<file path="src/rtl/addr_gen_unit.sv">
// Address generation unit: base + or - an extended, optionally shifted IR offset field.
// The result is registered behind a single-entry valid/ready output stage with range-wrap flagging.
module addr_gen_unit #(
    parameter int DATA_W = 16,
    parameter int IR_W   = 11
) (
    input  logic              i_Clk,
    input  logic              i_Rst_n,
    input  logic              i_Valid,
    output logic              o_Ready,
    input  logic [1:0]        i_BaseSel,
    input  logic [2:0]        i_OffSel,
    input  logic              i_Lshf1,
    input  logic              i_Sub,
    input  logic [IR_W-1:0]   i_IR_10_0,
    input  logic [DATA_W-1:0] i_PC,
    input  logic [DATA_W-1:0] i_SR1_Out,
    output logic              o_Valid,
    input  logic              i_Ready,
    output logic [DATA_W-1:0] o_Addr,
    output logic              o_Wrap
);

    localparam int OW = DATA_W + 1;
    localparam int RW = DATA_W + 2;

    function automatic logic signed [OW-1:0] form_offset(
        input logic [2:0]      sel,
        input logic [IR_W-1:0] ir,
        input logic            lshf
    );
        logic signed [OW-1:0] ext;
        ext = '0;
        case (sel)
            3'b001:  ext = {{(OW-6){ir[5]}}, ir[5:0]};
            3'b010:  ext = {{(OW-9){ir[8]}}, ir[8:0]};
            3'b011:  ext = {{(OW-11){ir[10]}}, ir[10:0]};
            3'b100:  ext = {{(OW-8){1'b0}}, ir[7:0]};
            default: ext = '0;
        endcase
        if (lshf) begin
            ext = {ext[OW-2:0], 1'b0};
        end
        return ext;
    endfunction

    // Negative (top bit) or at/above 2^DATA_W (next bit) means the address left the space.
    function automatic logic out_of_range(input logic signed [RW-1:0] r);
        return r[RW-1] | r[RW-2];
    endfunction

    logic [DATA_W-1:0]    addr_p0;
    logic                 wrap_p0;
    logic                 vld_p0;

    logic [DATA_W-1:0]    base;
    logic signed [OW-1:0] offset;
    logic signed [RW-1:0] base_x;
    logic signed [RW-1:0] off_x;
    logic signed [RW-1:0] result;
    logic                 accept;

    // Input stage: base select, offset formation, add/subtract.
    // addr_p0 only ever loads on accept, so it doubles as the LAST register.
    always_comb begin
        base = '0;
        case (i_BaseSel)
            2'b00:   base = i_PC;
            2'b01:   base = i_SR1_Out;
            2'b10:   base = '0;
            default: base = addr_p0;
        endcase
    end

    assign offset = form_offset(i_OffSel, i_IR_10_0, i_Lshf1);
    assign base_x = signed'({2'b00, base});
    assign off_x  = {offset[OW-1], offset};
    assign result = i_Sub ? (base_x - off_x) : (base_x + off_x);

    assign o_Ready = !vld_p0 || i_Ready;
    assign accept  = i_Valid && o_Ready;

    // Output stage: single-entry register, refilled in the same cycle it drains.
    always_ff @(posedge i_Clk or negedge i_Rst_n) begin
        if (!i_Rst_n) begin
            vld_p0  <= 1'b0;
            addr_p0 <= '0;
            wrap_p0 <= 1'b0;
        end else if (accept) begin
            vld_p0  <= 1'b1;
            addr_p0 <= result[DATA_W-1:0];
            wrap_p0 <= out_of_range(result);
        end else if (i_Ready) begin
            vld_p0  <= 1'b0;
        end
    end

    assign o_Valid = vld_p0;
    assign o_Addr  = addr_p0;
    assign o_Wrap  = wrap_p0;

endmodule

</file>
<file path="config.mk">
export PLATFORM = sky130hd
export DESIGN_NAME = addr_gen_unit
export DESIGN_NICKNAME = d
export VERILOG_FILES = /design/src/rtl/addr_gen_unit.sv
export SDC_FILE = /design/constraint.sdc
export NUM_CORES = 1
export LEC_CHECK = 0
export ABC_AREA = 1
export ABC_CLOCK_PERIOD_IN_PS = 2500
export BUFFER_PORTS_ARGS = -buffer_cell sky130_fd_sc_hd__buf_2
export CAP_MARGIN = 25
export CORE_MARGIN = 2
export CORE_UTILIZATION = 35
export DETAILED_ROUTE_END_ITERATION = 12
export SLEW_MARGIN = 20
export SYNTH_ARGS = -nofsm -noshare
export SYNTH_HDL_FRONTEND = slang
export SYNTH_SLANG_ARGS = --single-unit
</file>
<file path="constraint.sdc">
create_clock -name i_Clk -period 2.5 [get_ports i_Clk]
set_input_delay 0.5 -clock i_Clk [delete_from_list [all_inputs] [get_ports i_Clk]]
set_output_delay 0.5 -clock i_Clk [all_outputs]
set_load 0.005 [all_outputs]
</file>
==> flow_summary_export.csv, run 1 <==
group,metric,value,unit
setup_path,path_class,"input port to flop",
timing,grt_setup_unrepaired,"true",
global_route,track_usage,18.8,%
floorplan,die_x,85.7,um
route,routed_wl,7.01,mm
floorplan,rows,29,
timing,max_freq,320,MHz
placement,io_buffers,72,
final_layout,final_layout_size_suffix_gt1_share,46.3,%
final_layout,fin_nets,594,
final_layout,areaGrowthSynthToFinish,65.6,%
power,comb_power_share,69.2,%
clock_tree,clkSinkCount,18,
clock_tree,cts_max_level,1,
global_route,grt_pass1_vias,2683,
setup_path,cp.required,2640,ps
route,first_pass_iters,4,
global_route,gr-total-overflow,0,
placement,dpl_worst_slack,-975,ps
clock_tree,insertion_delay,250,ps
route,vias,2863,
floorplan,core,6390,um^2
clock_tree,clk_pin_slew,70,ps
run,maxCapViolCount,0,
synth,ys_ff_latch,18,
global_route,grt_max_degree,19,
timing,period_share,125,%
route,ant_nets,0,
timing,fin_skew,4.09,ps
clock_tree,ctsLongestPathBuffers,2,
power,cellInternalPower,1.30,mW
synth,syn_nets,440,
synth,synthCells,368,
power,p_seq_share,22.0,%
placement,post-dp-hpwl,5.64,mm
timing,finalWorstSetupSlack,-627,ps
clock_tree,cts_tree,"done",
worst_hold_path,holdCritPathClass,"input port to async pin",
power,swShare,41.6,%
floorplan,dieHeight,85.7,um
route,drc,0,
timing,final_hold_viol_count,0,
placement,place_congestion,0.900,
status,status,"finished, violations left",
clock_tree,cts-buffers-inserted,3,
power,pwr-share-clk,8.7,%
clock_tree,ctsHoldBuffers,0,
synth,yosysUniqueCellTypes,34,
synth,syn_area,2340,um^2
timing,min_period,3130,ps
final_layout,fin_area,3870,um^2
power,p_leak,2.01,nW
status,violations,"negative setup slack",
final_layout,fill_cells,591,
route,drtIter0Drc,109,
power,netSwitchingPower,930,uW
synth,syn_area_per_cell,6.35,um^2
setup_path,cp_max_fo,6,
route,wire_per_inst,11.7,um
timing,relSlewSlack,72.4,%
final_layout,diodes,0,
timing,setup_violations,12,
setup_path,cp-end-kind,"flop",
placement,placed_area,3390,um^2
timing,worst_pin_slew,413,ps
setup_path,worstPathArrival,3260,ps
timing,slew_viol_final,0,
floorplan,die_area,7340,um^2
synth,yosysSeqAreaShare,19.3,%
power,peakVddDrop,0.347,mV
global_route,antenna_found_initial,0,
setup_path,crit_path_start_kind,"input port",
clock_tree,cts_root_buffer,"clkbuf_8",
floorplan,ios,73,
route,vias_per_cell,4.80,
synth,yosysWarnings,0,
floorplan,start_util,36.6,%
power,p_per_area,578,nW/um^2
global_route,grt_pass1_wl,11.6,mm
[final timing paths]
path	from	slack, ps	to	cells past startpoint
hold / removal	i_Rst_n	180	o_Addr[9]$_DFFE_PN0P_	1
max in group asynchronous	i_Rst_n	2030	o_Addr[8]$_DFFE_PN0P_	1
setup / recovery	i_OffSel[1]	-630	o_Wrap$_DFFE_PN0P_	25
hold reg to reg	o_Addr[5]$_DFFE_PN0P_	520	o_Addr[5]$_DFFE_PN0P_	2
min in group i_Clk	o_Addr[5]$_DFFE_PN0P_	520	o_Addr[5]$_DFFE_PN0P_	2
setup reg to reg	o_Addr[0]$_DFFE_PN0P_	-150	o_Addr[14]$_DFFE_PN0P_	15
[state kept, by name, indices dropped and copies added, names as in the netlist]
| name | cells |
|---|---|
| o_Addr | 16 |
| o_Wrap | 1 |
| o_Valid | 1 |
[Yosys cell counts, drive strengths merged]
cell type	n	area, um^2
a21boi	1	7.51
a21oi	31	155
a221oi	1	8.76
a31o	1	8.76
a31oi	4	25.0
and3	1	6.26
buf	3	17.5
clkbuf	9	33.8
dfrtp	18	450
fa	1	20.0
ha	17	213
inv	31	116
nand2	108	425
nand3	30	173
nand4	12	103
nor2	33	141
nor3	3	15.0
o211ai	1	7.51
o21ai	38	194
o21bai	2	15.0
o31ai	1	7.51
xnor2	10	87.6
xor2	12	105
[metal layers]
| metal | GRT usage (%) | vias up | wire, um | part of all wire, % |
|---|---|---|---|---|
| li1 | - | 1538 | - | - |
| met1 | 25.5 | 1257 | 3270 | 47 |
| met2 | 33.1 | 64 | 3400 | 48 |
| met3 | 1.06 | 4 | 301 | 4.3 |
| met4 | 3.75 | 0 | 42 | 0.60 |
| met5 | 0 | - | 0 | 0 |
[logic make-up (layout without fill, tap and decap cells)]
logic type / after synthesis / in the layout / share of synthesized area (%)
buf+inv: 43 / 195 / 7.18
xor+xnor: 22 / 22 / 8.25
simple gates: 187 / 187 / 37.0
flops: 18 / 18 / 19.3
compound gates: 80 / 80 / 18.4
fa+ha+maj: 18 / 18 / 9.96
[timing repair]
| action | 4_1_cts | 5_1_grt |
|---|---|---|
| pin swaps | 22 | 24 |
| gates resized for setup | 31 | 50 |
| buffers inserted | 7 | 9 |
| setup endpoints to repair | 14 | 14 |
| cloned | 0 | 0 |
[final cells by class]
type / count / area [um^2] / area share (%)
multi-input combinational: 307 / 2050 / 52.9
inverter: 31 / 139 / 3.59
timing repair buffer: 161 / 1090 / 28.3
tap: 77 / 96.3 / 2.49
clock buffer: 3 / 41.3 / 1.07
sequential: 18 / 450 / 11.6
[critical path, cell delays in order]
cell     delay (ps)
buf_12           90
inv_8            40
nand3_4          80
nand3_4         130
nand2_4          90
nor2_2           30
a31oi_2         220
ha_4            190
nand3_4          80
nor2_4          120
buf_4           130
nand3_2          80
nand2_2          80
xnor2_2          60
ha_1            340
a21oi_2         190
o21ai_1         110
a21oi_2         170
nand2_1          80
nand2_2          80
nand2_2          60
nand4_1          80
nand2_1          50
nor2_1           90
nor2_1           60
[cells in the final DEF (no fill, tap or decap), types with 7 or more instances in the layout]
cell type,n
nand2_1,88
buf_4,82
buf_2,69
a21oi_1,27
nor2_1,23
inv_1,23
o21ai_0,21
nand3_1,18
dfrtp_1,18
nand2_2,17
o21ai_1,14
ha_1,13
xor2_1,11
nand4_1,9
nand3_2,7
buf_6,7
[power by group through the flow]
| stage | combinational, mW | clock (mW) | sequential (mW) |
|---|---|---|---|
| 2_1_floorplan | 0.697 | 0 | 0.499 |
| 3_3_place_gp | 1.27 | 0 | 0.491 |
| 3_5_place_dp | 1.29 | 0 | 0.494 |
| 4_1_cts | 1.40 | 0.202 | 0.490 |
| 5_1_grt | 1.72 | 0.216 | 0.506 |
| 6_report | 1.55 | 0.195 | 0.492 |
[metrics by stage]
| step | hold WS (ps) | util (%) | power (mW) | instances | setup TNS (ps) |
|---|---|---|---|---|---|
| 5_1_grt | 206 | 60.6 | 2.44 | 597 | -7850 |
| 3_5_place_dp | 459 | 53.1 | 1.78 | 582 | -10810 |
| 6_report | 180 | 60.6 | 2.23 | 597 | -5390 |
| 4_1_cts | 191 | 56.4 | 2.09 | 592 | -4990 |
| 3_3_place_gp | 453 | 53.1 | 1.76 | 582 | -9760 |
| 2_1_floorplan | 204 | - | 1.20 | 368 | -5370 |
No activity file was read; power rests on OpenSTA's default activity.
==> inputs of run 2 (changes only) <==
--- a/config.mk
+++ b/config.mk
@@ -9,6 +9,7 @@
 export ABC_CLOCK_PERIOD_IN_PS = 2500
 export BUFFER_PORTS_ARGS = -buffer_cell sky130_fd_sc_hd__buf_2
 export CAP_MARGIN = 25
+export CORE_ASPECT_RATIO = 1.1
 export CORE_MARGIN = 2
 export CORE_UTILIZATION = 35
 export DETAILED_ROUTE_END_ITERATION = 12
==> flow_summary_export.csv, run 2 (synthesized netlist as in run 1, its figures left out) <==
group,metric,value,unit
power,p_leak,1.97,nW
power,peakVddDrop,0.326,mV
clock_tree,clk_pin_slew,70,ps
clock_tree,ctsLongestPathBuffers,2,
floorplan,rows,31,
route,first_pass_iters,4,
clock_tree,cts_root_buffer,"clkbuf_8",
placement,placed_area,3420,um^2
setup_path,path_class,"input port to flop",
floorplan,ios,73,
final_layout,fin_area,3740,um^2
timing,fin_skew,1.57,ps
global_route,gr-total-overflow,0,
clock_tree,cts-buffers-inserted,3,
clock_tree,cts_max_level,1,
setup_path,crit_path_end,"o_Wrap$_DFFE_PN0P_",
setup_path,cp_slowest_cell,"ha_1",
status,violations,"negative setup slack",
final_layout,final_common_cell,"nand2_1",
placement,io_buffers,72,
timing,final_hold_viol_count,0,
final_layout,fin_nets,589,
run,maxCapViolCount,0,
timing,slew_viol_final,0,
global_route,grt_max_degree,19,
global_route,antenna_found_initial,0,
final_layout,final_layout_size_suffix_gt1_share,43.0,%
timing,worst_pin_slew,533,ps
setup_path,worstPathArrival,3210,ps
setup_path,regToRegSetupSlack,-40,ps
timing,min_period,3070,ps
route,wire_per_inst,11.7,um
clock_tree,clkSinkCount,18,
setup_path,cp-end-kind,"flop",
global_route,track_usage,19.1,%
setup_path,cp_max_fo,5,
clock_tree,cts_tree,"done",
route,ant_nets,0,
setup_path,cp.required,2650,ps
setup_path,critical_path.startpoint,"i_OffSel[2]",
timing,setup_violations,12,
power,p_per_area,586,nW/um^2
final_layout,final_cell_mix,"nand2_1 (94), buf_4 (81), buf_2 (69), inv_1 (26), a21oi_1 (25)",
setup_path,crit_path_max_incr_delay,330,ps
route,drtIter0Drc,103,
final_layout,diodes,0,
placement,post-dp-hpwl,5.74,mm
floorplan,start_util,35.8,%
timing,finalWorstSetupSlack,-567,ps
status,status,"finished, violations left",
final_layout,areaGrowthSynthToFinish,59.9,%
setup_path,worst_r2r_endpoint,"o_Addr[12]$_DFFE_PN0P_",
route,drc,0,
timing,setup-tns-final,-4920,ps
worst_hold_path,holdCritPathClass,"input port to async pin",
final_layout,largest_reg_flops,16,
route,vias_per_cell,4.84,
setup_path,crit_family,"simple AND/OR/NAND/NOR gates",
timing,relSlewSlack,64.4,%
global_route,grt_pass1_vias,2679,
clock_tree,insertion_delay,250,ps
setup_path,crit_path_start_kind,"input port",
timing,grt_setup_unrepaired,"true",
floorplan,core,6520,um^2
floorplan,dieHeight,89.7,um
setup_path,r2r_start,"o_Addr[0]$_DFFE_PN0P_",
route,routed_wl,7.02,mm
timing,max_freq,326,MHz
setup_path,rr_worst_depth,13,
route,vias,2894,
floorplan,die_x,81.9,um
timing,period_share,123,%
floorplan,die_area,7340,um^2
setup_path,cp.depth,25,
global_route,grt_pass1_wl,11.4,mm
setup_path,path_buf_inv,5,
placement,place_congestion,0.952,
run 2: how the worst min path moves through the flow:
stage	from	endpoint	slack (ps)	cells past startpoint
global placement	i_Rst_n	o_Addr[0]$_DFFE_PN0P_	450	1
floorplan	i_Rst_n	o_Addr[0]$_DFFE_PN0P_	200	0
finish	i_Rst_n	o_Addr[2]$_DFFE_PN0P_	180	1
detailed placement	i_Rst_n	o_Addr[1]$_DFFE_PN0P_	460	1
CTS	i_Rst_n	o_Addr[1]$_DFFE_PN0P_	190	1
global route	i_Rst_n	o_Addr[2]$_DFFE_PN0P_	200	1
run 2: through the flow:
step                util, %  setup WS (ps)  hold WS, ps  power (mW)  instances
finish                 57.3           -567          176        2.19        598
global route           57.3           -784          203        2.39        598
CTS                    55.3           -506          191        2.09        594
detailed placement     52.5           -989          461        1.78        587
global placement       52.5           -903          454        1.76        587
floorplan                 -           -702          204        1.20        368
run 2: layout make-up:
class                           count  area, um^2
Clock buffer                        4        55.1
Inverter                           31         139
Sequential cell                    18         450
Tap cell                           82         103
Fill cell                         620        2780
Timing Repair Buffer              156        1060
Multi-Input combinational cell    307        1920
run 2: layer usage:
layer  vias up  share of wire (%)  global-route usage, %
met2        71                 49                   35.5
met1      1286                 46                   24.3
li1       1533                  -                      -
met3         4                4.6                  0.900
met5         -                  0                      0
met4         0               0.58                   4.39
run 2: timing repair:
action	4_1_cts	5_1_grt
hold buffers	0	0
pin swaps	23	23
setup endpoints to repair	14	14
setup buffers	4	4
gates resized for setup	28	25
run 2: where the power goes:
part	switching, mW	total, mW	internal (mW)
registers	0.0892	0.495	0.406
clock network	0.0935	0.233	0.140
logic	0.722	1.46	0.738
total	0.905	2.19	1.28
==> inputs of run 3 (changes only) <==
--- a/config.mk
+++ b/config.mk
@@ -11,9 +11,9 @@
 export CAP_MARGIN = 25
 export CORE_ASPECT_RATIO = 1.1
 export CORE_MARGIN = 2
-export CORE_UTILIZATION = 35
+export CORE_UTILIZATION = 47
 export DETAILED_ROUTE_END_ITERATION = 12
-export SLEW_MARGIN = 20
+export PLACE_DENSITY = 0.77
 export SYNTH_ARGS = -nofsm -noshare
 export SYNTH_HDL_FRONTEND = slang
 export SYNTH_SLANG_ARGS = --single-unit
==> flow_summary_export.csv, run 3 (synthesized netlist as in run 1, its figures left out) <==
group,metric,value,unit
final_layout,final_layout_size_suffix_gt1_share,45.3,%
power,total_power,2.43,mW
final_layout,final_common_cell,"nand2_1",
worst_hold_path,holdCritPathClass,"input port to async pin",
timing,grt_setup_unrepaired,"true",
power,netSwitchingPower,1.06,mW
timing,fin_skew,4.05,ps
clock_tree,cts_tree,"done",
setup_path,worst_r2r_endpoint,"o_Addr[14]$_DFFE_PN0P_",
power,peakVddDrop,0.283,mV
power,pwr-share-clk,10.2,%
status,status,"finished, violations left",
final_layout,stdcell_count,575,
final_layout,fill_cells,296,
timing,slew_viol_final,0,
floorplan,ios,73,
global_route,gr-total-overflow,0,
floorplan,die_x,71.2,um
setup_path,crit_path_start_kind,"input port",
placement,post-dp-hpwl,5.73,mm
power,cellInternalPower,1.37,mW
setup_path,cp.required,2700,ps
clock_tree,cts_max_level,1,
clock_tree,ctsLongestPathBuffers,2,
final_layout,largest_reg_flops,16,
route,first_pass_iters,5,
clock_tree,insertion_delay,260,ps
final_layout,final_cell_mix,"nand2_1 (91), buf_4 (79), buf_2 (69), nor2_1 (27), a21oi_1 (25)",
clock_tree,clk_pin_slew,70,ps
final_layout,final_util,80.3,%
floorplan,start_util,49.5,%
route,wire_per_inst,14.9,um
power,swShare,43.7,%
global_route,grt_pass1_vias,2918,
setup_path,cp_max_fo,5,
timing,setup_violations,12,
final_layout,fin_area,3790,um^2
power,comb_power_share,69.4,%
timing,finalWorstSetupSlack,-679,ps
timing,relSlewSlack,70.3,%
setup_path,r2r_start,"o_Addr[0]$_DFFE_PN0P_",
route,drc,0,
route,ant_nets,0,
timing,max_freq,315,MHz
final_layout,diodes,0,
route,vias,3182,
clock_tree,ctsHoldBuffers,0,
power,p_leak,1.99,nW
final_layout,multi_input_area,1990,um^2
placement,dp.cells,560,
setup_path,cp-end-kind,"flop",
route,drtIter0Drc,223,
final_layout,areaGrowthSynthToFinish,62.1,%
run,maxCapViolCount,0,
setup_path,path_class,"input port to flop",
timing,min_period,3180,ps
setup_path,crit_path_end,"o_Addr[14]$_DFFE_PN0P_",
timing,final_hold_viol_count,0,
floorplan,die_area,5550,um^2
setup_path,regToRegSetupSlack,-140,ps
floorplan,core,4720,um^2
clock_tree,cts-buffers-inserted,3,
global_route,grt_max_degree,23,
setup_path,rr_worst_depth,15,
timing,worst_pin_slew,445,ps
power,p_per_area,642,nW/um^2
placement,place_congestion,0.839,
floorplan,dieHeight,77.9,um
final_layout,seq_area,450,um^2
setup_path,critical_path.startpoint,"i_OffSel[1]",
clock_tree,cts_root_buffer,"clkbuf_8",
global_route,track_usage,27.5,%
power,p_seq_share,20.5,%
clock_tree,clkSinkCount,18,
placement,dpl_worst_slack,-1030,ps
placement,io_buffers,72,
route,routed_wl,8.57,mm
floorplan,rows,26,
setup_path,worstPathArrival,3380,ps
placement,placed_area,3370,um^2
status,violations,"negative setup slack",
final_layout,fin_nets,592,
route,vias_per_cell,5.53,
global_route,grt_pass1_wl,12.6,mm
global_route,antenna_found_initial,0,
timing,period_share,127,%
[run 3: worst max-delay path: stages]
cell,delay (ps)
buf_12,90
inv_8,40
nand3_4,80
nand3_4,110
nand2_4,90
nor2_4,40
a31oi_4,170
ha_4,160
nand3_2,90
nor2_4,170
a31oi_2,110
xor2_1,150
ha_1,360
nand2_2,80
nor3_2,140
nand2_1,90
o211ai_1,150
a21boi_2,100
o21ai_1,200
nand2_1,90
nand2_1,80
xor2_1,130
nand2_1,70
nand2_1,60
[run 3: timing repair]
action                     CTS  global route
pin swaps                   25            20
setup endpoints to repair   13            14
resized for setup           35            35
hold endpoints to repair     0             0
buffers inserted             6             6
[run 3: stage by stage]
stage                     setup TNS [ps]  hold WS [ps]
final                              -6230           175
after global routing               -8040           207
after CTS                          -5110           180
after detailed placement          -11250           455
after global placement             -9590           447
after floorplan                    -5370           204
[run 3: worst min path at each step]
stage	start	endpoint	slack [ps]	cells past startpoint
after floorplan	i_Rst_n	o_Addr[0]$_DFFE_PN0P_	200	0
after global placement	i_Rst_n	o_Addr[0]$_DFFE_PN0P_	450	1
after detailed placement	i_Rst_n	o_Addr[4]$_DFFE_PN0P_	450	1
after CTS	i_Rst_n	o_Addr[4]$_DFFE_PN0P_	180	1
after global routing	i_Rst_n	o_Addr[4]$_DFFE_PN0P_	210	1
final	i_Rst_n	o_Addr[4]$_DFFE_PN0P_	170	1
[run 3: metal layers]
metal	up-vias	share of wire, %	GRT usage (%)
li1	1531	-	-
met1	1440	39	33.5
met5	-	0	0
met4	0	4.1	9.81
met2	177	50	49.6
met3	34	7.2	2.21
[run 3: area by class of cell]
cell class | count | share of cell area, %
timing repair buffer | 159 | 28.8
multi-input combinational | 307 | 52.4
sequential | 18 | 11.9
inverter | 31 | 3.60
clock buffer | 4 | 1.45
tap | 56 | 1.85
[run 3: power groups by stage]
stage	Sequential [mW]	Combinational (mW)	Clock [mW]
2_1_floorplan	0.499	0.697	0
3_3_place_gp	0.490	1.25	0
3_5_place_dp	0.495	1.30	0
4_1_cts	0.491	1.45	0.242
5_1_grt	0.513	1.80	0.260
6_report	0.497	1.69	0.247
